===== config.mk =====
export PLATFORM = sky130hd
export DESIGN_NAME = trace_release_queue
export DESIGN_NICKNAME = d
export VERILOG_FILES = /design/src/rtl/trace_release_queue.sv
export SDC_FILE = /design/constraint.sdc
export NUM_CORES = 1
export LEC_CHECK = 0
export CELL_PAD_IN_SITES_DETAIL_PLACEMENT = 1
export CELL_PAD_IN_SITES_GLOBAL_PLACEMENT = 1
export CORE_ASPECT_RATIO = 1.2
export CORE_MARGIN = 5
export CORE_UTILIZATION = 40
export DETAILED_ROUTE_END_ITERATION = 6
export PLACE_DENSITY_LB_ADDON = 0.1
export SYNTH_ARGS = -nofsm -noshare
export SYNTH_HDL_FRONTEND = slang
export SYNTH_SLANG_ARGS = --single-unit

===== constraint.sdc =====
create_clock -name clk -period 13.6 [get_ports clk]
set_input_delay 1.36 -clock clk [delete_from_list [all_inputs] [get_ports clk]]
set_output_delay 1.36 -clock clk [all_outputs]
set_load 0.05 [all_outputs]

===== src/rtl/trace_release_queue.sv =====
// Timestamp-gated trace release queue: buffers parsed trace entries in a FIFO and
// releases each one to the request path once the cycle counter reaches its time.
package trace_release_queue_pkg;
    typedef enum logic [1:0] {NOP = 2'd0, READ = 2'd1, WRITE = 2'd2, FETCH = 2'd3} parsed_op_t;
endpackage

// state | meaning
// EMPTY | output register free, out_valid=0, fields cleared
// HOLD  | released entry presented, fields stable until out_ready
module trace_release_queue
    import trace_release_queue_pkg::*;
#(
    parameter int ADDRESS_WIDTH = 33,
    parameter int TIME_WIDTH    = 64,
    parameter int DEPTH         = 8,
    parameter int STAT_WIDTH    = 32
) (
    input  logic                     clk,
    input  logic                     rst_n,
    input  logic                     in_valid,
    output logic                     in_ready,
    input  logic [TIME_WIDTH-1:0]    in_time,
    input  parsed_op_t               in_op,
    input  logic [ADDRESS_WIDTH-1:0] in_address,
    input  logic                     skip_idle,
    output logic                     out_valid,
    input  logic                     out_ready,
    output parsed_op_t               opcode,
    output logic [ADDRESS_WIDTH-1:0] address,
    output logic [TIME_WIDTH-1:0]    out_time,
    output logic                     out_late,
    output logic [TIME_WIDTH-1:0]    cycle_count,
    output logic [$clog2(DEPTH):0]   occupancy,
    output logic                     order_err,
    output logic [STAT_WIDTH-1:0]    stall_cycles
);
    localparam int PW = $clog2(DEPTH);
    localparam int OW = PW + 1;

    typedef enum logic {EMPTY = 1'b0, HOLD = 1'b1} state_t;

    logic [TIME_WIDTH-1:0]    mem_time [DEPTH];
    parsed_op_t               mem_op   [DEPTH];
    logic [ADDRESS_WIDTH-1:0] mem_addr [DEPTH];

    state_t                state_q;
    logic [PW-1:0]         wr_ptr, rd_ptr;
    logic [OW-1:0]         count_q;
    logic [TIME_WIDTH-1:0] last_time;

    logic                  push, pop, fifo_ne, head_due, fast_fwd;
    logic [TIME_WIDTH-1:0] head_time, cycle_next;
    logic [TIME_WIDTH:0]   cycle_inc;

    assign occupancy = count_q;
    assign in_ready  = (count_q != OW'(DEPTH));
    assign out_valid = (state_q == HOLD);
    assign push      = in_valid && in_ready;
    assign fifo_ne   = (count_q != '0);
    assign head_time = mem_time[rd_ptr];
    assign head_due  = fifo_ne && (head_time <= cycle_count);
    assign pop       = head_due && (!out_valid || out_ready);

    // Widened increment so the fast-forward compare cannot wrap at the top of the range.
    assign cycle_inc  = {1'b0, cycle_count} + 1'b1;
    assign fast_fwd   = skip_idle && !out_valid && fifo_ne && ({1'b0, head_time} > cycle_inc);
    assign cycle_next = (&cycle_count) ? cycle_count :
                        fast_fwd       ? head_time   : cycle_inc[TIME_WIDTH-1:0];

    always_ff @(posedge clk) begin
        if (push) begin
            mem_time[wr_ptr] <= in_time;
            mem_op[wr_ptr]   <= in_op;
            mem_addr[wr_ptr] <= in_address;
        end
    end

    always_ff @(posedge clk) begin
        if (!rst_n) begin
            state_q      <= EMPTY;
            wr_ptr       <= '0;
            rd_ptr       <= '0;
            count_q      <= '0;
            cycle_count  <= '0;
            last_time    <= '0;
            order_err    <= 1'b0;
            stall_cycles <= '0;
            opcode       <= NOP;
            address      <= '0;
            out_time     <= '0;
            out_late     <= 1'b0;
        end else begin
            cycle_count <= cycle_next;

            if (push) begin
                wr_ptr    <= wr_ptr + PW'(1);
                last_time <= in_time;
                if (in_time < last_time)
                    order_err <= 1'b1;
            end
            if (pop)
                rd_ptr <= rd_ptr + PW'(1);
            if (push && !pop)
                count_q <= count_q + OW'(1);
            else if (!push && pop)
                count_q <= count_q - OW'(1);

            if (out_valid && !out_ready && !(&stall_cycles))
                stall_cycles <= stall_cycles + STAT_WIDTH'(1);

            case (state_q)
                EMPTY, HOLD: begin
                    if (pop) begin
                        state_q  <= HOLD;
                        opcode   <= mem_op[rd_ptr];
                        address  <= mem_addr[rd_ptr];
                        out_time <= head_time;
                        out_late <= (cycle_count > head_time);
                    end else if (state_q == HOLD && out_ready) begin
                        state_q  <= EMPTY;
                        opcode   <= NOP;
                        address  <= '0;
                        out_time <= '0;
                        out_late <= 1'b0;
                    end
                end
                default: state_q <= EMPTY;
            endcase
        end
    end
endmodule


==> impl.org <==
** STA
- Across the routed clock network, the largest skew measured is 0.02672 ns.
- Transition time at the pin with the least slew margin :: 1.250 ns
- Measured against its own limit, the worst slew margin works out to 14.26%.
- Final cycle utilization of the critical path :: 54.86%
- Max-slew violation total from the final report :: 0
- Fmax :: 134.0 MHz
- Setup repair after global routing left no endpoint under its margin.
- Setup violations remaining at the end of the flow were counted as 0.
- After layout, the worst setup slack is 6.139 ns.
- The number of failing hold endpoints at the final stage was 0.
- Summed over all failing endpoints, the final setup total negative slack is 0 ns.
- Clock period minus worst slack :: 7.461 ns

** Route
- Routed via count divided by cell count :: 5.530
- In this run, the number of DRC markers left after iteration 0 of detailed routing was 1726.
- Routed wire length :: 133.0 mm
- The first detailed-routing pass ran for 5 iterations.
- In the routed design, unresolved DRC markers number 0.
- Post-detailed-route wirelength per cell :: 27.29 um
- In this run the remaining antenna-violating nets after routing total 0.
- The final route contains 26962 vias.

** Floorplanning
- For this design the top-level I/O count stands at 307.
- Once the floorplan was initialized, standard cells occupied 40.18% of the core.
- Die span in x :: 316.9 um
- Total die area :: 0.1199 sq mm
- # rows :: 135
- In this run the standard cell core region covers 0.1125 sq mm.
- Die Y :: 378.3 um

** CTS
- Post-CTS repair timing setup buffer count :: 0
- CTS Root Cell :: sky130_fd_sc_hd__clkbuf_16
- In this run the deepest clock path goes through 3 buffers.
- Post-CTS Resized :: 0
- For the worst-skew pair, the clock arrives at the later sink with an insertion delay of 0.71 ns.
- The H-tree was split into 3 levels.
- Number of CTS-inserted buffers :: 110
- Buffers inserted to repair hold after CTS numbered 0.
- For this design, the sink count on the clock tree is 1067.
- Clock tree from TritonCTS :: done
- After clock tree synthesis, the clock-pin slew on the worst setup and hold paths is 0.06 ns.

** Yosys
- Yosys warns :: 0
- Counting flops with a built-in enable in the synthesized netlist gives 792.
- After synthesis, the share of flip-flops with an asynchronous set or reset is 0%.
- The number of nets handed over by synthesis was 3230.
- Post-synthesis sequential area ratio :: 64.79%
- Post-synthesis cell count :: 2927
- After synthesis, the mean cell area works out to 15.44 sq um.
- In the synthesized netlist the dominant register cell turns out to be sky130_fd_sc_hd__edfxtp_1.
- The synthesized design contains 1067 register bits.
- The netlist uses 62 different library cells.
- Synthesized cell area :: 0.04520 sq mm

** Critical path
- Largest delay share family, worst path :: simple AND/OR/NAND/NOR gates
- Worst reg-to-reg path cell count :: 21
- STA classifies the critical path endpoint as a register.
- At the worst endpoint, the required time is 14.22 ns.
- Of all nets on the critical path, the largest fanout is 108.
- Data arrives at the worst endpoint at 8.08 ns.
- The signal on the critical path passes through buf_4, buf_12, mux4_2, mux2i_1, ha_1, nand4_1, nor4_1, and2_1, nand3_1, o221ai_1, nor2_1, nor3_1, inv_1, ha_1, inv_1, ha_1, a21o_1, a21oi_1, xnor2_1, or3_1, a21oi_1.
- The most numerous cell type found on the critical path is sky130_fd_sc_hd__ha_1.
- The worst register-to-register path has a setup slack of 6.14 ns.
- Element type at the critical path start :: register
- Counting both buffers and inverters, the worst setup path holds a total of 4.
- The endpoint identified for the worst register-to-register timing path is occupancy[3]$_SDFFE_PN0P_.
- Path type of the worst setup path :: register to register
- Highest cell delay on the worst timing path :: 0.84 ns
- The largest individual stage delay along the critical path comes from the cell sky130_fd_sc_hd__nor4_1.

** Final layout
- In the layout the commonest cells are 792 x sky130_fd_sc_hd__edfxtp_1, 306 x sky130_fd_sc_hd__clkdlybuf4s50_1, 272 x sky130_fd_sc_hd__dfxtp_1.
- In the final design database the tool counted 3568 nets.
- Across the whole layout, storage elements account for 0.02930 sq mm.
- Area occupied by multi-input gates :: 0.01484 sq mm
- Fraction of layout cells with a size suffix above 1 :: 14.88%
- Count of filler cells inserted in the layout :: 10985
- Leaving out fill and tap cells, the most frequent cell in the layout is sky130_fd_sc_hd__edfxtp_1.
- Compared with the post-synthesis result, the final layout area differs by 19.25%.

** Flow run
- Total of max-cap violations :: 0

** Hold path
- The worst hold path terminates at last_time[39]$_SDFFE_PN0P_.
- Min-delay worst type :: register to register
- In this run the most critical hold path is launched from last_time[39]$_SDFFE_PN0P_.
- Hold path cells :: 2

** Global routing
- Number of antenna violations at the first check in global routing :: 15
- Met3 Usage GRT :: 4.422%
- Total routing usage reported by global routing :: 22.04%
- Most heavily used metal layer in global routing :: met2
- Congestion Overflow GR :: 0
- Largest net degree at the start of global routing :: 153
- Met1 track demand over resource :: 27.64%
- Via count of the first global-routing pass :: 29213
- The first global-routing pass estimated 195.5 mm of wire.
- Met2 layer usage reported by global route :: 39.15%

** Place
- Post-Place Setup Slack :: 6.030 ns
- Routability-driven placement finished with a final weighted congestion of 0.8224.
- Summed over all nets, the half-perimeter wirelength after detailed placement is 86.35 mm.
- Input/output buffers :: 306

** Power
- The analysis attributes to cell leakage a power of 17.89 nW.
- IR analysis of the VDD net gives a maximum drop of 0.1257 mV.
- Total power density per cell area :: 194.0 mW/mm^2
- Overall power consumption after layout is estimated at 0.01046 W.

** Status
- The flow ran to the end, and the final reports show no timing, DRC or antenna violations.
cells in the mapped netlist (3+ instances only):
master	count	area, sq um
sky130_fd_sc_hd__a21oi_1	123	615.6
sky130_fd_sc_hd__a211oi_1	13	97.59
sky130_fd_sc_hd__o21ai_0	29	145.1
sky130_fd_sc_hd__o2bb2ai_1	100	875.8
sky130_fd_sc_hd__a31oi_1	7	43.79
sky130_fd_sc_hd__ha_1	198	2477
sky130_fd_sc_hd__xnor2_1	38	332.8
sky130_fd_sc_hd__nand2_1	199	747.0
sky130_fd_sc_hd__mux2i_1	104	1041
sky130_fd_sc_hd__o211ai_1	6	45.04
sky130_fd_sc_hd__inv_1	142	533.0
sky130_fd_sc_hd__a21o_1	52	390.4
sky130_fd_sc_hd__a221oi_1	3	26.28
sky130_fd_sc_hd__and2_1	17	106.4
sky130_fd_sc_hd__nor2b_1	12	75.07
sky130_fd_sc_hd__nor4_1	11	68.82
sky130_fd_sc_hd__o21a_1	11	82.58
sky130_fd_sc_hd__xor2_1	56	490.5
sky130_fd_sc_hd__nor2_1	139	521.8
sky130_fd_sc_hd__or3_1	7	43.79
sky130_fd_sc_hd__edfxtp_1	792	23780
sky130_fd_sc_hd__mux4_2	198	4459
sky130_fd_sc_hd__buf_2	8	40.04
sky130_fd_sc_hd__and4_1	15	131.4
sky130_fd_sc_hd__clkbuf_1	86	322.8
sky130_fd_sc_hd__a311oi_2	45	675.7
sky130_fd_sc_hd__nor3_1	13	65.06
sky130_fd_sc_hd__nor3b_1	4	30.03
sky130_fd_sc_hd__a311oi_1	7	61.31
sky130_fd_sc_hd__nand4_1	66	412.9
sky130_fd_sc_hd__or4_1	4	30.03
sky130_fd_sc_hd__buf_6	5	56.30
sky130_fd_sc_hd__nand2b_1	9	56.30
sky130_fd_sc_hd__buf_1	25	93.84
sky130_fd_sc_hd__and3_1	18	112.6
sky130_fd_sc_hd__dfxtp_1	275	5505
sky130_fd_sc_hd__o21ai_1	4	20.02
sky130_fd_sc_hd__buf_4	13	97.59
sky130_fd_sc_hd__nand3_1	43	215.2
cell type report:
class                           count  share of cell area [%]
Clock inverter                     67                   1.425
Timing Repair Buffer              363                   6.546
Sequential cell                  1067                   54.35
Multi-Input combinational cell   1580                   27.53
Clock buffer                      141                   5.606
Tap cell                         1507                   3.498
Antenna cell                        8                 0.03714
Inverter                          143                   1.005
routing by layer:
metal  wire length [um]  up-vias  part of all wire, %
met1              54410    14095                   41
met5                 41        -                0.031
met4               2945        8                  2.2
li1                   -    12061                    -
met2              67920      629                   51
met3               7726      169                  5.8
registers in the layout (all words and copies together), names as in the netlist, named ones only:
| signal | cells |
|---|---|
| mem_op | 16 |
| mem_time | 512 |
| stall_cycles | 32 |
| rd_ptr | 3 |
| opcode | 2 |
| order_err | 1 |
| mem_addr | 264 |
| out_time | 64 |
| cycle_count | 64 |
| out_late | 1 |
| last_time | 64 |
| occupancy | 4 |
| wr_ptr | 3 |
| address | 33 |
| out_valid | 1 |
how the worst max path moves through the flow:
| stage | startpoint | endpoint | slack [ns] | cells past startpoint |
|---|---|---|---|---|
| after global placement | register | occupancy[3]$_SDFFE_PN0P_ | 6.15 | 21 |
| after detailed placement | register | occupancy[3]$_SDFFE_PN0P_ | 6.03 | 21 |
| final | register | occupancy[3]$_SDFFE_PN0P_ | 6.14 | 21 |
| after global routing | register | occupancy[3]$_SDFFE_PN0P_ | 5.50 | 21 |
| after floorplan | in_valid | mem_addr[2][0]$_DFFE_PP_ | 0.91 | 3 |
| after CTS | register | occupancy[3]$_SDFFE_PN0P_ | 6.02 | 21 |
worst reg2reg max path, delay by kind of cell (launching register included):
family,cells,cell delay (ns)
flip-flops,1,0.61
buffers and inverters,4,1.45
adder cells (fa/ha/maj),3,0.69
XOR/XNOR,1,0.09
AND/OR/NAND/NOR,7,2.45
AO/OA/AOI/OAI,4,0.76
multiplexers,2,1.32
stage by stage:
stage | cell area [sq um] | utilization [%] | instances | hold WS [ns]
floorplan | 45200 | - | 2927 | 0.4363
global placement | 50090 | 44.53 | 4660 | 0.4422
finish | 53900 | 47.92 | 4876 | 0.4551
global route | 53890 | 47.90 | 4869 | 0.4737
CTS | 53880 | 47.90 | 4868 | 0.4570
detailed placement | 50090 | 44.53 | 4660 | 0.4478
cells by family after synthesis:
group / count (synthesis) / share of synthesized area (%)
flip-flops: 1067 / 64.79
AND/OR/NAND/NOR: 570 / 6.056
AO/OA/AOI/OAI: 415 / 7.100
multiplexers: 302 / 12.17
buffers and inverters: 280 / 2.538
adder cells (fa/ha/maj): 199 / 5.525
XOR/XNOR: 94 / 1.821
where the power goes:
part	switching [W]	internal, W
logic	0.00194	0.00119
registers	0.000340	0.00383
clock network	0.00130	0.00186
Power figures use the tool's default switching activity.
